### src/rtl/ast_packet_src.sv
// ast_packet_src: Avalon-ST packet generator producing incrementing-symbol packets of a commanded length.
module ast_packet_src #(
    parameter int AST_DWIDTH = 64,
    parameter int BITS_PER_SYMB = 8,
    parameter int CHANNEL_WIDTH = 1,
    parameter int LEN_WIDTH = 16,
    localparam int SPW = AST_DWIDTH / BITS_PER_SYMB,
    localparam int EMPTY_WIDTH = (SPW > 1) ? $clog2(SPW) : 1
) (
    input  logic                     clk_i,
    input  logic                     rst_n_i,
    input  logic                     cmd_valid_i,
    output logic                     cmd_ready_o,
    input  logic [LEN_WIDTH-1:0]     cmd_len_i,
    input  logic [CHANNEL_WIDTH-1:0] cmd_channel_i,
    input  logic [BITS_PER_SYMB-1:0] cmd_seed_i,
    output logic [AST_DWIDTH-1:0]    src_data_o,
    output logic                     src_valid_o,
    input  logic                     src_ready_i,
    output logic                     src_startofpacket_o,
    output logic                     src_endofpacket_o,
    output logic [EMPTY_WIDTH-1:0]   src_empty_o,
    output logic [CHANNEL_WIDTH-1:0] src_channel_o,
    output logic                     busy_o,
    output logic [31:0]              pkt_cnt_o
);
    localparam logic [LEN_WIDTH-1:0] SPW_L = LEN_WIDTH'(SPW);
    localparam logic [BITS_PER_SYMB-1:0] SPW_S = BITS_PER_SYMB'(SPW);

    typedef enum logic {IDLE = 1'b0, SEND = 1'b1} state_t;

    state_t                     state, state_d;
    logic [LEN_WIDTH-1:0]       rem, rem_d, ld_rem;
    logic [BITS_PER_SYMB-1:0]   sym, sym_d, ld_sym;
    logic [AST_DWIDTH-1:0]      beat_data, data_d;
    logic [EMPTY_WIDTH-1:0]     beat_empty, empty_d;
    logic [CHANNEL_WIDTH-1:0]   channel_d;
    logic [31:0]                cnt_d;
    logic                       beat_eop, valid_d, sop_d, eop_d, ready_d, busy_d;
    logic                       accept, load, done;

    // A zero-length command is consumed in IDLE without starting a packet.
    assign accept = state == IDLE && cmd_ready_o && cmd_valid_i && cmd_len_i != '0;
    assign load   = accept || (state == SEND && src_ready_i && !src_endofpacket_o);
    assign done   = state == SEND && src_ready_i && src_endofpacket_o;

    // Format the next beat from either the new command or the running symbol/remaining state.
    always_comb begin
        ld_rem = accept ? cmd_len_i : rem;
        ld_sym = accept ? cmd_seed_i : sym;
        beat_data = '0;
        for (int j = 0; j < SPW; j++)
            beat_data[AST_DWIDTH-1-j*BITS_PER_SYMB -: BITS_PER_SYMB] =
                (LEN_WIDTH'(j) < ld_rem) ? ld_sym + BITS_PER_SYMB'(j) : '0;
        beat_eop = ld_rem <= SPW_L;
        beat_empty = beat_eop ? EMPTY_WIDTH'(SPW_L - ld_rem) : '0;
    end

    // Next-state and registered-output values; every src_* output holds while stalled.
    always_comb begin
        state_d   = accept ? SEND : done ? IDLE : state;
        ready_d   = state_d == IDLE;
        busy_d    = state_d == SEND;
        valid_d   = state_d == SEND;
        sop_d     = load ? accept : done ? 1'b0 : src_startofpacket_o;
        eop_d     = load ? beat_eop : done ? 1'b0 : src_endofpacket_o;
        empty_d   = load ? beat_empty : done ? '0 : src_empty_o;
        data_d    = load ? beat_data : done ? '0 : src_data_o;
        channel_d = accept ? cmd_channel_i : src_channel_o;
        sym_d     = load ? ld_sym + SPW_S : sym;
        rem_d     = load ? (beat_eop ? '0 : ld_rem - SPW_L) : rem;
        cnt_d     = done ? pkt_cnt_o + 32'd1 : pkt_cnt_o;
    end

    // State, counters and all outputs registered; reset truncates any packet in flight.
    always_ff @(posedge clk_i or negedge rst_n_i) begin
        if (!rst_n_i) begin
            state               <= IDLE;
            rem                 <= '0;
            sym                 <= '0;
            cmd_ready_o         <= 1'b0;
            busy_o              <= 1'b0;
            src_valid_o         <= 1'b0;
            src_startofpacket_o <= 1'b0;
            src_endofpacket_o   <= 1'b0;
            src_empty_o         <= '0;
            src_data_o          <= '0;
            src_channel_o       <= '0;
            pkt_cnt_o           <= '0;
        end else begin
            state               <= state_d;
            rem                 <= rem_d;
            sym                 <= sym_d;
            cmd_ready_o         <= ready_d;
            busy_o              <= busy_d;
            src_valid_o         <= valid_d;
            src_startofpacket_o <= sop_d;
            src_endofpacket_o   <= eop_d;
            src_empty_o         <= empty_d;
            src_data_o          <= data_d;
            src_channel_o       <= channel_d;
            pkt_cnt_o           <= cnt_d;
        end
    end
endmodule

### config.mk
export PLATFORM = sky130hd
export DESIGN_NAME = ast_packet_src
export DESIGN_NICKNAME = d
export VERILOG_FILES = /design/src/rtl/ast_packet_src.sv
export SDC_FILE = /design/constraint.sdc
export NUM_CORES = 1
export LEC_CHECK = 0
export ABC_AREA = 1
export ABC_CLOCK_PERIOD_IN_PS = 2890
export BUFFER_PORTS_ARGS = -buffer_cell sky130_fd_sc_hd__buf_2
export CORE_UTILIZATION = 50
export DETAILED_ROUTE_END_ITERATION = 8
export GPL_ROUTABILITY_DRIVEN = 0
export PLACE_DENSITY = 0.73
export SLEW_MARGIN = 5
export SYNTH_ARGS = -nofsm -noshare
export SYNTH_HDL_FRONTEND = slang
export SYNTH_SLANG_ARGS = --single-unit
### constraint.sdc
create_clock -name clk_i -period 2.89 [get_ports clk_i]
set_input_delay 0.578 -clock clk_i [delete_from_list [all_inputs] [get_ports clk_i]]
set_output_delay 0.578 -clock clk_i [all_outputs]
set_load 0.02 [all_outputs]
**Yosys cells after proc, flatten, opt, wreduce, memory -nomap -nowiden**

Cells that the tools add are included.

- Register bits after elaboration: 128
- Output and inout port bits: 105
- Input bits: 29

- Mux-type cells: 21
- Add/sub/neg operators: 11
- Bitwise operators: 2
- Magnitude comparators: 9
- Reductions and logical operators: 10

Operators with widths:

| kind | number |
|---|---|
| $mux 64 | 2 |
| $mux 8 | 9 |
| $lt 3x16->1 const A | 4 |
| $add 32x1->32 const B | 1 |
| $add 8x3->8 const B | 4 |
| $lt 1x16->1 const A | 2 |
| $lt 2x16->1 const A | 2 |
| $mux 16 | 2 |
| $add 8x2->8 const B | 2 |
| $le 16x4->1 const B | 1 |
| $reduce_bool 16->1 | 1 |
| $sub 16x4->16 const B | 1 |
| $mux 3 | 3 |
| $add 8x1->8 const B | 1 |
| $add 8x4->8 const B | 1 |
| $logic_and 1x1->1 | 6 |
| $mux 1 | 5 |
| $sub 1x3->3 const A | 1 |
| $not 1->1 | 2 |
| $reduce_bool 2->1 | 1 |
| $logic_not 1->1 | 1 |
| $logic_or 1x1->1 | 1 |

**Logic depth before layout (Yosys ltp)**

Gate-level depths: netlist of run 1.

- Depth in word-level cells: 8
- Depth in mapped cells: 21
- Gate-level depth less buffers: 18

**Least setup slack after synthesis of run 1**

Ideal clock, no wire load.

- Kind: input port to flip-flop
- Start: in cmd_len_i[2]
- End: reg src_data_o[7]
- Arrival: 2611 ps
- Path slack: 196 ps
- Stages: 19
- Path through: nor2_1 -> nand2_1 -> nor2_1 -> nand2_2 -> nand2_4 -> buf_6 -> buf_6 -> nand2_1 -> o21ai_2 -> ha_1 -> clkbuf_1 -> inv_1 -> nor2_1 -> inv_1 -> nand2_1 -> nand2_1 -> nand2_1 -> nand2_1 -> o21ai_0

- Cells in the longest elaborated chain, start to end: 6

Ends and longest elaborated chain:

| element | RTL line | source |
|---|---|---|
| start: declaration | 14 | `input logic [LEN_WIDTH-1:0] cmd_len_i,` |
| $reduce_bool 16->1 | 43 | `assign accept = state == IDLE && cmd_ready_o && cmd_valid_i && cmd_len_i != '0;` |
| $logic_and 1x1->1 | 43 |  |
| $mux 16 or $mux 8 (tied branches) | 49, 50 |  |
| $lt 3x16->1 or $add 8x3->8 (tied branches) | 54 | `(LEN_WIDTH'(j) < ld_rem) ? ld_sym + BITS_PER_SYMB'(j) : '0;` |
| $mux 8 | 54 |  |
| $mux 64 | 68 | `data_d = load ? beat_data : done ? '0 : src_data_o;` |
| end signal: assignment | 100 | `src_data_o <= data_d;` |
| end: declaration | 17 | `output logic [AST_DWIDTH-1:0] src_data_o,` |

Several ways; a longest one is shown, not always the timed one.
A chain may end at the register's enable or synchronous reset.

==> results of run 1 <==
final timing paths:
kind / start / end / slack (ns) / cells past startpoint
max: src_valid_o$_DFF_PN0_ / src_data_o[6]$_DFFE_PN0P_ / 0.30 / 12
min: rst_n_i / pkt_cnt_o[4]$_DFFE_PN0P_ / 0.08 / 1
max reg2reg: src_valid_o$_DFF_PN0_ / src_data_o[6]$_DFFE_PN0P_ / 0.30 / 12
min reg2reg: pkt_cnt_o[31]$_DFFE_PN0P_ / pkt_cnt_o[31]$_DFFE_PN0P_ / 0.47 / 1
max in group asynchronous: rst_n_i / src_empty_o[2]$_DFFE_PN0P_ / 2.16 / 2
min in group clk_i: cmd_channel_i / src_channel_o$_DFFE_PN0N_ / 0.39 / 3
critical path, delay by kind of cell (launching register included):
family	cells	cell delay (ns)
adders and majority gates	1	0.23
DFF	1	0.42
AOI/OAI and AO/OA	2	0.45
and+or+nand+nor	5	0.83
buffers and inverters	3	0.43
xor gates and xnor gates	1	0.15
synth_stat cells, types with 8 or more instances:
master    count  share of area (%)
a21oi_1      11               0.79
clkbuf_1      8               0.43
dfrtp_1     128                 46
ha_1         15                2.7
inv_1        75                4.1
nand2_1     381                 21
nand2_2      12                1.1
nand3_1      43                3.1
nand3b_1     13                1.4
nand4_1      13                1.2
nor2_1       55                3.0
nor2_2        8               0.72
nor2_4        9                1.5
o21ai_0      33                2.4
xnor2_1      19                2.4
xor2_1       24                3.0
metal layers:
metal,global-route usage (%),share of wire (%),vias to the layer above
met5,0,0,-
met4,11.25,2.3,0
met3,6.606,7.9,42
met2,41.29,44,306
met1,38.49,46,2980
li1,-,-,3142
power groups by stage:
stage	sequential [uW]	combinational (uW)	clock [uW]
after floorplan	3290	2600	0
after global placement	2770	4550	0
after detailed placement	2760	4630	0
after CTS	2760	4650	2010
after global routing	2830	5210	2070
final	2760	4690	1980
kinds of logic (layout without fill, tap and decap cells):
| kind of cell | after synthesis | in the layout |
|---|---|---|
| simple gates | 551 | 551 |
| fa+ha+maj | 15 | 15 |
| flops | 128 | 128 |
| compound gates | 62 | 62 |
| xor+xnor | 43 | 43 |
| buf+inv | 101 | 270 |
through the flow:
| stage | cells | worst slack, ns | util [%] | power, uW | instance area [um2] |
|---|---|---|---|---|---|
| 6_report | 1245 | 0.3044 | 63.34 | 9425 | 8488 |
| 5_1_grt | 1245 | 0.06677 | 63.34 | 10100 | 8488 |
| 4_1_cts | 1245 | 0.2027 | 63.33 | 9414 | 8487 |
| 3_5_place_dp | 1214 | 0.04244 | 59.31 | 7393 | 7948 |
| 3_3_place_gp | 1214 | 0.1054 | 59.31 | 7318 | 7948 |
| 2_1_floorplan | 900 | 0.1962 | - | 5887 | 6939 |
final cells by class:
type	instances	area, um2
sequential	128	3203
tap	176	220.2
fill	1200	4912
clock buffer	20	446.7
timing repair buffer	160	908.4
clock inverter	11	92.59
inverter	79	296.5
multi-input combinational	671	3321
registers in the layout, indices dropped and copies added (netlist names):
register             cells
pkt_cnt_o               32
src_valid_o              1
src_startofpacket_o      1
src_channel_o            1
rem                     16
src_endofpacket_o        1
cmd_ready_o              1
src_data_o              64
sym                      8
src_empty_o              3
what timing repair did:
item,CTS,global route
hold buffers,0,0
endpoints found under the setup margin,0,3
gates resized for setup,0,2
==> metrics.md, run 1 <==
| Metric | Value |
|---|---|
| Status | complete, no violations |
| Detailed-route wire length per cell | 14.82 um |
| Slew @ Worst Pin | 0.4363 ns |
| Net Switching | 4300 uW |
| RSZ-0062 raised after global routing | false |
| Gr usage total | 27.62% |
| Port bufs | 133 |
| Yosys reg bits | 128 |
| Power Dens Cells | 1110 nW/um2 |
| Root buf cell | clkbuf_16 |
| Largest net degree at the start of global routing | 69 |
| EDFF count, synth | 0 |
| Fmax | 386.8 MHz |
| Post-synthesis xor/xnor area fraction | 5.427% |
| Layout area overhead | 22.32% |
| Comb pwr share | 49.7% |
| Final Hold Fails | 0 |
| Number of setup violations in the final report | 0 |
| Synth Area in Simple Gates | 34.42% |
| Crit-path max FO | 13 |
| Most frequent cells in the layout | nand2_1, buf_2, dfrtp_1 |
| Initial Util | 51.78% |
| Synth Area in Adders | 2.705% |
| Slowest cell on the critical path | dfrtp_1 |
| # rows | 42 |
| Worst-path clk slew | 0.06 ns |
| Sw Share | 45.63% |
| Die Ht | 119.8 um |
| DRT Pass-1 Iters | 5 |
| Synth Flop Type | dfrtp_1 |
| Max-slew headroom | 70.91% |
| Largest family of logic cells by synthesized area | simple AND/OR/NAND/NOR gates |
| Most frequent CP cell | nand2_1 |
| CP Class | flip-flop to flip-flop |
| Hold_ws | 0.07645 ns |
| Vias per inst | 5.197 |
| Power Internal | 5124 uW |
| CTS tree | yes |
| Worst EP required | 3.24 ns |
| Crit path DAT | 2.93 ns |
| Die width | 119.8 um |
| Max-cap violations | 0 |
| Pleak | 0.004723 uW |
| Peak supply drop | 692.8 uV |
| Core ar. | 13,400 um2 |
| First-pass GRT wire length | 30.95 mm |
| Gr ovfl total | 0 |
| Seq/Total Area, Yosys | 46.16% |
| Die area | 14,350 um2 |
| Ant. Diodes | 0 |
| Largest stage delay, worst path | 0.42 ns |
| CTS Buffer Depth | 2 |
| 1st-iter DRT viols | 552 |
| Final wirelength | 18.45 mm |
| Hold WC Path Type | input port to asynchronous set/reset pin |
| I/O pins | 134 |
| Layout net count | 1,101 |
| Post-route ant nets | 0 |
| Num CTS Buffers | 17 |
| Distinct cells, synth | 38 |
| Tcrit/Tclk final | 89.47% |
| Sequential fraction of design power | 29.3% |
| Syn Inst Count | 900 |
| Setup crit start kind | flip-flop |
| Post-CTS Setup Repair Bufs | 0 |
| Skew final | 0.008537 ns |
| Initial antenna violation count | 0 |
| Synth Area in Compound Gates | 5.175% |
| Synth warn | 0 |
| Multiplexer share of the synthesized area | 0% |
| Most common cell after layout, fill and taps aside | nand2_1 |
| Layout cells sized above 1 | 22.36% |
| Cell area after synthesis | 6939 um2 |
| CTS Sinks | 128 |
| Fin. max-slew vios | 0 |
| Final min period | 2.586 ns |
| Clock share of power | 21.0% |
| Skew-Pair Late Insertion Delay | 0.42 ns |
| Vias in the first global route | 6,281 |
| Vias | 6,470 |
| Post-route DRC | 0 |
| Mapped Nets | 944 |
| Critical Path End Type | flip-flop |
| Async SR Flop Fraction | 100.0% |
| Post-detail-place hpwl | 13.46 mm |
| H-tree Lvls | 4 |
| Crit path cell chain | and3b_2, nand2_4, inv_2, nand2_1, nand2_1, inv_1, buf_4, ha_1, o21ai_0, nand2_1, xor2_1, o21ai_1 |
| Mean area per synthesized cell | 7.710 um2 |
| Setup TNS | 0 ns |
(Power assumes the default switching activity.)
==> inputs of run 2 (changes only) <==
- ABC_CLOCK_PERIOD_IN_PS: 2890 -> 3100
- CORE_MARGIN: default -> 2
- clock period: 2.89 -> 3.1 ns (I/O delays scaled with it)
==> run 2 against run 1 <==
Against the previous run: combinational power shrank 9.6%; count of clock-buffer cells in the layout grew 2; worst hold slack gained 0.21 ns; core utilization shrank 1.9 points; first-iteration DRC count grew 17%; critical path depth grew 5; clock power shrank 8%; clock skew shrank 0.00072 ns; largest power group unchanged.
==> metrics.md, run 2 (synthesis results as in run 1) <==
| Metric | Value |
|---|---|
| Status | complete, no violations |
| CTS tree | yes |
| Initial antenna violation count | 0 (unchanged) |
| Core Util, Final | 61.40% (-1.9 points) |
| Largest stage delay, worst path | 0.38 ns (-0.04 ns) |
| Skew final | 0.007821 ns (-0.0007162 ns) |
| Initial Util | 50.58% (-1.2 points) |
| Skew-Pair Late Insertion Delay | 0.42 ns (about the same) |
| Hold WC Path Type | input port to asynchronous set/reset pin |
| Peak supply drop | 523.3 uV (-24%) |
| Slack of the critical path | 0.4891 ns (+0.1846 ns) |
| Fin. max-slew vios | 0 (unchanged) |
| Crit path cell chain | buf_2, nor2_1, nand2_1, nor2_1, nand2_2, nand2_4, buf_4, nand2_1, nand2_2, ha_1, nand2_1, nor2_1, nand2_1, o21bai_1, nand2_1, nand2_1, nand2_1 |
| Die Ht | 121.8 um (+1.7%) |
| 1st-iter DRT viols | 645 (+17%) |
| Max-cap violations | 0 (unchanged) |
| Max reg flops | 64 (unchanged) |
| Core ar. | 13,720 um2 (+2.4%) |
| Gr usage total | 25.65% (-2.0 points) |
| Crit path DAT | 2.92 ns (about the same) |
| DRT Pass-1 Iters | 6 (+1) |
| Final min period | 2.611 ns |
| R2R Setup Slk | 0.54 ns (+0.24 ns) |
| Critical Path End Type | flip-flop |
| CP Class | input port to flip-flop |
| CP Depth | 17 (+5) |
| # rows | 43 (+2.4%) |
| Vias in the first global route | 5,986 (-4.7%) |
| CP bufs+invs | 2 (-1) |
| Area post-placement | 7880 um2 (-0.85%) |
| Slew @ Worst Pin | 0.7727 ns (+0.3363 ns) |
| Post-Place Setup Slack | 0.09205 ns (+0.04961 ns) |
| Worst-path clk slew | 0.06 ns (about the same) |
| Final Hold Fails | 0 (unchanged) |
| Num CTS Buffers | 17 (unchanged) |
| R2r worst-path depth | 15 (+3) |
| Pleak | 0.004669 uW (-1.1%) |
| Worst EP required | 3.41 ns (+0.17 ns) |
| Layout net count | 1,093 (-0.73%) |
| Root buf cell | clkbuf_16 |
| CTS Buffer Depth | 2 (unchanged) |
| Final wirelength | 18.03 mm (-2.3%) |
| Max-slew headroom | 48.49% (-22 points) |
| Post-route cell area | 8423 um2 (-0.77%) |
| Vias per inst | 5.141 (-1.1%) |
| Most common cell after layout, fill and taps aside | nand2_1 |
| Fmax | 383.0 MHz |
| Layout area overhead | 21.38% |
| Most frequent CP cell | nand2_1 |
| Post-route DRC | 0 (unchanged) |
| Tcrit/Tclk final | 84.22% |
| Post-detail-place hpwl | 13.09 mm (-2.7%) |
| Die area | 14,840 um2 (+3.4%) |
| Worst Setup SP | cmd_len_i[12] |
| First-pass GRT wire length | 29.42 mm (-4.9%) |
| Slowest cell on the critical path | nor2_1 |
| CP delay by family, top | simple AND/OR/NAND/NOR gates |
| Reg-to-reg startpoint | src_valid_o$_DFF_PN0_ |
| Largest Register | src_data_o |
| Post-CTS Setup Repair Bufs | 0 (unchanged) |
| FILL cells | 1,257 (+4.8%) |
| # resized after CTS | 0 (unchanged) |
| Vias | 6,385 (-1.3%) |
| Gr ovfl total | 0 (unchanged) |
| Worst reg2reg endpoint | src_data_o[7]$_DFFE_PN0P_ |
| Power Dens Cells | 1025 nW/um2 (-7.7%) |
| I/O pins | 134 (unchanged) |
| Crit-path max FO | 18 (+5) |
| Hold-fix buffers at CTS | 0 (unchanged) |
| Layout cells sized above 1 | 21.56% (-0.79 points) |
| Setup crit start kind | input port |
| Port bufs | 133 (unchanged) |
| Number of setup violations in the final report | 0 (unchanged) |
| Setup TNS | 0 ns (unchanged) |
| H-tree Lvls | 4 (unchanged) |
| Die width | 121.8 um (+1.7%) |
| Largest regs | src_data_o (64), pkt_cnt_o (32), rem (16) |
| Most frequent cells in the layout | nand2_1, buf_2, dfrtp_1 |
| Post-route ant nets | 0 (unchanged) |
| RSZ-0062 raised after global routing | false |
| Detailed-route wire length per cell | 14.52 um (-2.1%) |
| CTS Sinks | 128 (unchanged) |
| Worst setup path endpoint | rem[13]$_DFFE_PN0P_ |
| Ant. Diodes | 0 (unchanged) |
| Largest net degree at the start of global routing | 69 (unchanged) |
## run 2: cell types whose count changed in the layout (fill, tap and decap cells not counted), moves of 2 or more
cell,previous run,this run
buf_4,25,18
clkinv_2,6,4
clkinvlp_4,2,4
clkbuf_1,2,4
## run 2: layout make-up
| cell class | instances | area (um2) | share of cell area (%) |
|---|---|---|---|
| clock inverter | 10 | 88.84 | 1.055 |
| tap | 180 | 225.2 | 2.674 |
| multi-input combinational | 671 | 3319 | 39.41 |
| timing repair buffer | 152 | 835.8 | 9.923 |
| inverter | 79 | 296.5 | 3.520 |
| sequential | 128 | 3203 | 38.03 |
| clock buffer | 22 | 454.2 | 5.392 |
## run 2: stage by stage
step	power [uW]	hold slack, ns	instances
after detailed placement	6772	0.4598	1210
after global placement	6726	0.4585	1210
after floorplan	5488	0.3244	900
after CTS	8655	0.2913	1242
final	8633	0.2818	1242
after global routing	9318	0.3468	1242
## run 2: worst min-delay path by stage
stage	from	to	slack [ns]
2_1_floorplan	rst_n_i	cmd_ready_o$_DFF_PN0_	0.32
3_3_place_gp	pkt_cnt_o[31]$_DFFE_PN0P_	pkt_cnt_o[31]$_DFFE_PN0P_	0.46
3_5_place_dp	src_data_o[27]$_DFFE_PN0P_	src_data_o[27]$_DFFE_PN0P_	0.46
4_1_cts	rst_n_i	pkt_cnt_o[2]$_DFFE_PN0P_	0.29
5_1_grt	rst_n_i	pkt_cnt_o[21]$_DFFE_PN0P_	0.35
6_report	rst_n_i	pkt_cnt_o[0]$_DFFE_PN0P_	0.28
## run 2: power breakdown
| group | leakage [uW] | switching (uW) | total, uW | internal (uW) |
|---|---|---|---|---|
| registers | 0.00163 | 311 | 2560 | 2250 |
| clock network | 0.000256 | 716 | 1830 | 1120 |
| logic | 0.00278 | 2890 | 4240 | 1350 |
| total | 0.00467 | 3910 | 8630 | 4720 |
## run 2: per-layer routing
metal  routed length [um]  track usage (%)
met5                    0                0
met3                 1467            5.712
met1                 8259            36.44
met4                  376            9.626
met2                 7924            38.51
